## config.mk

```make
export PLATFORM = sky130hd
export DESIGN_NAME = regfile_port_arbiter
export DESIGN_NICKNAME = d
export VERILOG_FILES = /design/src/rtl/regfile_arb_pkg.sv /design/src/rtl/regfile_arb_starve_cnt.sv /design/src/rtl/regfile_port_arbiter.sv
export SDC_FILE = /design/constraint.sdc
export NUM_CORES = 1
export LEC_CHECK = 0
export CORE_MARGIN = 2
export CORE_UTILIZATION = 36
export DETAILED_ROUTE_END_ITERATION = 12
export PLACE_DENSITY = 0.86
export SYNTH_ARGS = -nofsm -noshare
export SYNTH_HDL_FRONTEND = slang
export SYNTH_HIERARCHICAL = 1
export SYNTH_SLANG_ARGS = --single-unit
export TNS_END_PERCENT = 100
```

## constraint.sdc

```tcl
create_clock -name clk -period 2.75 [get_ports clk]
set_input_delay 0.275 -clock clk [delete_from_list [all_inputs] [get_ports clk]]
set_output_delay 0.275 -clock clk [all_outputs]
set_load 0.02 [all_outputs]
```

## src/rtl/regfile_arb_pkg.sv

```systemverilog
// Shared types and constants for the register-file port arbiter.
package regfile_arb_pkg;

   localparam int REG_AW = 5;
   localparam int REG_DW = 32;
   localparam logic [REG_AW-1:0] ZERO_REG = 5'd0;

   typedef enum logic [1:0] {
      ARB_IDLE  = 2'd0,
      ARB_WAIT  = 2'd1,
      ARB_FORCE = 2'd2
   } arb_state_t;

   function automatic logic is_zero_reg(input logic [REG_AW-1:0] addr);
      return addr == ZERO_REG;
   endfunction

endpackage

```

## src/rtl/regfile_arb_starve_cnt.sv

```systemverilog
// Starvation counter: counts consecutive refused host cycles and flags when
// one more refusal reaches the forced-grant threshold.
module regfile_arb_starve_cnt #(
   parameter int MAX_WAIT = 8,
   parameter int CNT_W    = $clog2(MAX_WAIT + 1)
) (
   input  logic clk,
   input  logic rst,
   input  logic inc_i,
   output logic limit_o
);

   localparam logic [CNT_W-1:0] SAT_VAL = CNT_W'(MAX_WAIT);
   localparam logic [CNT_W:0]   LIMIT   = (CNT_W + 1)'(MAX_WAIT - 1);

   logic [CNT_W-1:0] cnt_q, cnt_d;

   // Any cycle without a refusal restarts the count.
   always_comb begin
      cnt_d = cnt_q;
      if (inc_i) begin
         if (cnt_q != SAT_VAL) begin
            cnt_d = cnt_q + {{(CNT_W-1){1'b0}}, 1'b1};
         end else begin
            cnt_d = cnt_q;
         end
      end else begin
         cnt_d = {CNT_W{1'b0}};
      end
   end

   // Counter register.
   always_ff @(posedge clk) begin
      if (rst) begin
         cnt_q <= {CNT_W{1'b0}};
      end else begin
         cnt_q <= cnt_d;
      end
   end

   assign limit_o = ({1'b0, cnt_q} + {{CNT_W{1'b0}}, 1'b1}) >= LIMIT;

endmodule

```

## src/rtl/regfile_port_arbiter.sv

```systemverilog
// Shares the register file write port and read port 2 between pipeline and host.
// Optional macro REGARB_STALL_COUNT_EN adds the forced_stall_cnt output.
module regfile_port_arbiter
   import regfile_arb_pkg::*;
#(
   parameter int MAX_WAIT = 8,
   parameter int CNT_W    = $clog2(MAX_WAIT + 1)
) (
   input  logic              clk,
   input  logic              rst,
`ifdef REGARB_STALL_COUNT_EN
   output logic [15:0]       forced_stall_cnt,
`endif
   input  logic              pipe_we,
   input  logic [REG_AW-1:0] pipe_waddr,
   input  logic [REG_DW-1:0] pipe_wdata,
   input  logic [REG_AW-1:0] pipe_raddr2,
   input  logic              pipe_rs2_used,
   output logic              pipe_stall,
   input  logic              host_req_valid,
   input  logic              host_req_write,
   input  logic [REG_AW-1:0] host_req_addr,
   input  logic [REG_DW-1:0] host_req_wdata,
   output logic              host_req_ready,
   output logic              host_rsp_valid,
   output logic [REG_DW-1:0] host_rsp_rdata,
   output logic              rf_we,
   output logic [REG_AW-1:0] rf_waddr,
   output logic [REG_DW-1:0] rf_wdata,
   output logic [REG_AW-1:0] rf_raddr2,
   input  logic [REG_DW-1:0] rf_rdata2
);

   arb_state_t        state_q, state_d;
   logic              force_s;
   logic              host_wr_gnt_s, host_rd_gnt_s, host_gnt_s;
   logic              refuse_s, limit_s;
   logic              rsp_valid_q, rsp_valid_d;
   logic [REG_DW-1:0] rsp_rdata_q, rsp_rdata_d;

   assign force_s    = (state_q == ARB_FORCE);
   assign host_gnt_s = host_wr_gnt_s | host_rd_gnt_s;
   assign refuse_s   = !rst && host_req_valid && !host_gnt_s && !force_s;

   // Host grant: pipeline keeps priority except in a forced slot; nothing is granted in reset.
   always_comb begin
      host_wr_gnt_s = 1'b0;
      host_rd_gnt_s = 1'b0;
      if (!rst && host_req_valid) begin
         if (host_req_write) begin
            host_wr_gnt_s = force_s || !pipe_we || is_zero_reg(pipe_waddr);
         end else begin
            host_rd_gnt_s = force_s || !pipe_rs2_used;
         end
      end else begin
         host_wr_gnt_s = 1'b0;
         host_rd_gnt_s = 1'b0;
      end
   end

   // Register-file port steering.
   always_comb begin
      rf_we     = 1'b0;
      rf_waddr  = pipe_waddr;
      rf_wdata  = pipe_wdata;
      rf_raddr2 = pipe_raddr2;
      if (host_wr_gnt_s) begin
         rf_we    = !is_zero_reg(host_req_addr);
         rf_waddr = host_req_addr;
         rf_wdata = host_req_wdata;
      end else begin
         rf_we = !rst && !force_s && pipe_we && !is_zero_reg(pipe_waddr);
      end
      if (host_rd_gnt_s) begin
         rf_raddr2 = host_req_addr;
      end else begin
         rf_raddr2 = pipe_raddr2;
      end
   end

   assign host_req_ready = host_gnt_s;
   assign pipe_stall     = force_s && !rst;

   regfile_arb_starve_cnt #(
      .MAX_WAIT (MAX_WAIT),
      .CNT_W    (CNT_W)
   ) u_starve_cnt (
      .clk     (clk),
      .rst     (rst),
      .inc_i   (refuse_s),
      .limit_o (limit_s)
   );

   // Next-state logic; a forced slot always returns to IDLE so stalls never repeat back to back.
   always_comb begin
      state_d = state_q;
      case (state_q)
         ARB_IDLE, ARB_WAIT: begin
            if (refuse_s) begin
               state_d = limit_s ? ARB_FORCE : ARB_WAIT;
            end else begin
               state_d = ARB_IDLE;
            end
         end
         ARB_FORCE: state_d = ARB_IDLE;
         default:   state_d = ARB_IDLE;
      endcase
   end

   // Read response capture, with bypass of a same-cycle pipeline write.
   always_comb begin
      rsp_valid_d = host_rd_gnt_s;
      rsp_rdata_d = rsp_rdata_q;
      if (host_rd_gnt_s) begin
         if (is_zero_reg(host_req_addr)) begin
            rsp_rdata_d = {REG_DW{1'b0}};
         end else if (pipe_we && (pipe_waddr == host_req_addr)) begin
            rsp_rdata_d = pipe_wdata;
         end else begin
            rsp_rdata_d = rf_rdata2;
         end
      end else begin
         rsp_rdata_d = rsp_rdata_q;
      end
   end

   // State and response registers.
   always_ff @(posedge clk) begin
      if (rst) begin
         state_q     <= ARB_IDLE;
         rsp_valid_q <= 1'b0;
         rsp_rdata_q <= {REG_DW{1'b0}};
      end else begin
         state_q     <= state_d;
         rsp_valid_q <= rsp_valid_d;
         rsp_rdata_q <= rsp_rdata_d;
      end
   end

   assign host_rsp_valid = rsp_valid_q;
   assign host_rsp_rdata = rsp_rdata_q;

`ifdef REGARB_STALL_COUNT_EN
   logic [15:0] stall_cnt_q, stall_cnt_d;

   // Saturating count of forced stall cycles.
   always_comb begin
      stall_cnt_d = stall_cnt_q;
      if (force_s && (stall_cnt_q != 16'hFFFF)) begin
         stall_cnt_d = stall_cnt_q + 16'd1;
      end else begin
         stall_cnt_d = stall_cnt_q;
      end
   end

   // Stall counter register.
   always_ff @(posedge clk) begin
      if (rst) begin
         stall_cnt_q <= 16'd0;
      end else begin
         stall_cnt_q <= stall_cnt_d;
      end
   end

   assign forced_stall_cnt = stall_cnt_q;
`endif

endmodule

```

==> metrics.txt <==
first-pass GRT wire length 12700 um; core area 6390 sq um; worst slew pin tran 886 ps; H-tree depth 2; Final Max Slew Viols 0; Synth Flop Type dfxtp_1; switching share of power 24.9%; largest net degree at the start of global routing 23; fraction of layout cells with a size suffix above 1 16.8%; die width 85.3 um; Cells after Synth 242; worst hold margin 450 ps; R2R setup slack 720 ps; maxcap violations 0; GRT overflow 0; number of buffers on the longest clock path 2; CP Data Arrival Time 2410 ps; Final Hold Violating Endpoints 0; part of the power in registers 35.7%; WP data required 2480 ps; Avg Synthesized Cell Area 9.83 sq um; Net Sw Power 414 uW; total power 1.67 mW; Worst Path Class, Setup input port to primary output; HPWL after detailed placement 6870 um; largest cells by area after synthesis dfxtp_1, mux2i_1, mux2_4, mux2_2, nand2_1; WL final 8600 um; Clock power frac 33.7%; Worst-Skew Late Latency 290 ps; Worst-path clk slew 70 ps; cell taking the most area after synthesis dfxtp_1; via count 2589; Hold WC Path Type flip-flop to flip-flop; CP startpoint kind input port; clk root buf clkbuf_8; VDD IR max 0.227 mV; post-synth net total 362; CTS buffer count 5; Filler Cell Count 496; register area share after synthesis 32.8%; Clock Sinks 39; skew final 5.10 ps; die area 7280 sq um; Worst Setup End Kind primary output; hold_sp host_rsp_rdata[16]; I/O pin cnt 195; internal power 1.25 mW; count leader, synth dfxtp_1; number of vias per cell 4.95; antenna violations before repair 0; EDFF count, synth 0; share of the synthesized area in the top cell type 32.8%; TritonCTS clock tree built; power density cells 360 nW/um^2; ANT cells 0; vias in the first global route 2670; Netlist cell types 33; Initial Utilization 37.3%; post-layout util 72.4%; count of warnings emitted by yosys 6; worst r2r src state_q[0]; asr flop ratio synth 0%; fin nets 565; LEAKAGE 1.91 nW; synthesized area 2380 sq um; #FFs+latches synth 39; ANT nets after route 0; PortBufs 194; setup violators final 0; fin crit period 2680 ps; Routed WL per cell 16.4 um; Commonest cells post-synth dfxtp_1, nand2_1, mux2i_1; DRC viols 0; Crit Path Max Fanout 22; Die Span Y 85.3 um; TritonRoute pass-1 iters 4; DR iter-0 viols 61; Tcrit/Tclk final 97.5%; Max Clock Freq 0.373 GHz; combinational power share 30.6%; Worst Setup SP pipe_waddr[1]; max_slew headroom 40.8%; status completed; Placement Rows 29; gr usage total 22.1%; Area growth syn-to-layout 94.2%; gpl congestion 0.749
## worst paths after layout
kind / end / depth (start not counted)
worst min-delay path: host_rsp_rdata[16] / 2
worst max register to register: host_rsp_rdata[18] / 7
worst min register to register: host_rsp_rdata[16] / 2
worst max-delay path: rf_wdata[26] / 7
## what timing repair did
item / 4_1_cts / 5_1_grt
resized for setup: 31 / 21
hold buffers: 0 / 0
buffers inserted: 0 / 1
gates cloned: 0 / 1
pin swaps: 0 / 0
setup endpoints to repair: 38 / 37
## sequential cells by signal, summed over array words and instances, names as in the netlist
signal and flops:
u_starve_cnt/cnt_q 4, host_rsp_valid 1, state_q 2, host_rsp_rdata 32
## critical path: stages
cell and delay (ps):
dlymetal6s2s_1 140, or4_4 530, o211ai_2 170, nand4b_1 320, buf_6 310, mux2_4 320, dlygate4sd2_1 330
## cells in the final DEF (no fill, tap or decap), types with 2 or more instances in the layout
cell type,n
nand2b_1,4
clkdlybuf4s50_1,152
and2b_1,2
buf_4,13
ha_1,3
o21ai_0,27
a21oi_1,2
dlymetal6s2s_1,11
mux2_4,20
inv_1,4
xor2_1,4
dfxtp_1,39
o21ai_1,5
nand2_1,36
clkbuf_8,5
xnor2_1,3
buf_6,2
mux2_2,22
dlygate4sd2_1,30
nor2_1,7
nor4_1,2
bufinv_16,2
mux2i_1,33
## layer usage
layer / track usage, % / share of wire, % / vias to the layer above
met5: 0 / 0 / -
met4: 7.22 / 2.3 / 0
met3: 7.20 / 8.8 / 17
met2: 43.1 / 53 / 131
met1: 21.7 / 36 / 1191
li1: - / - / 1250
## power groups by stage
stage,logic (mW),clock network [mW],registers [mW]
2_1_floorplan,0.180,0,0.628
3_3_place_gp,0.517,0,0.606
3_5_place_dp,0.529,0,0.608
4_1_cts,0.509,0.573,0.594
5_1_grt,0.539,0.604,0.596
6_report,0.509,0.562,0.594
## per-stage QoR
stage	cell area (sq um)	instances	setup TNS [ps]	worst slack [ps]
global route	4620	523	-2.44	-2.44
global placement	4450	513	-6210	-185
floorplan	2380	242	0	733
detailed placement	4450	513	-8090	-252
CTS	4540	521	-1600	-227
finish	4620	523	0	69.6
## cell families (layout without fill, tap and decap cells)
kind of cell | Yosys count | in the layout | synth area share [%]
muxes | 75 | 75 | 36.9
and+or+nand+nor | 62 | 62 | 13.0
DFF | 39 | 39 | 32.8
AOI/OAI and AO/OA | 38 | 38 | 9.04
buffers and inverters | 18 | 222 | 4.05
xor gates and xnor gates | 7 | 7 | 2.58
adders and majority gates | 3 | 3 | 1.58
## cell type report
type                    instances  area (sq um)  area share [%]
clock inverters                 2          60.1            1.30
inverters                       4          15.0           0.325
multi-input cells             185          1510            32.7
repair buffers                210          2090            45.2
well taps                      77          96.3            2.08
flip-flops and latches         39           781            16.9
clock buffers                   6          72.6            1.57
No activity file was read; power rests on OpenSTA's default activity.
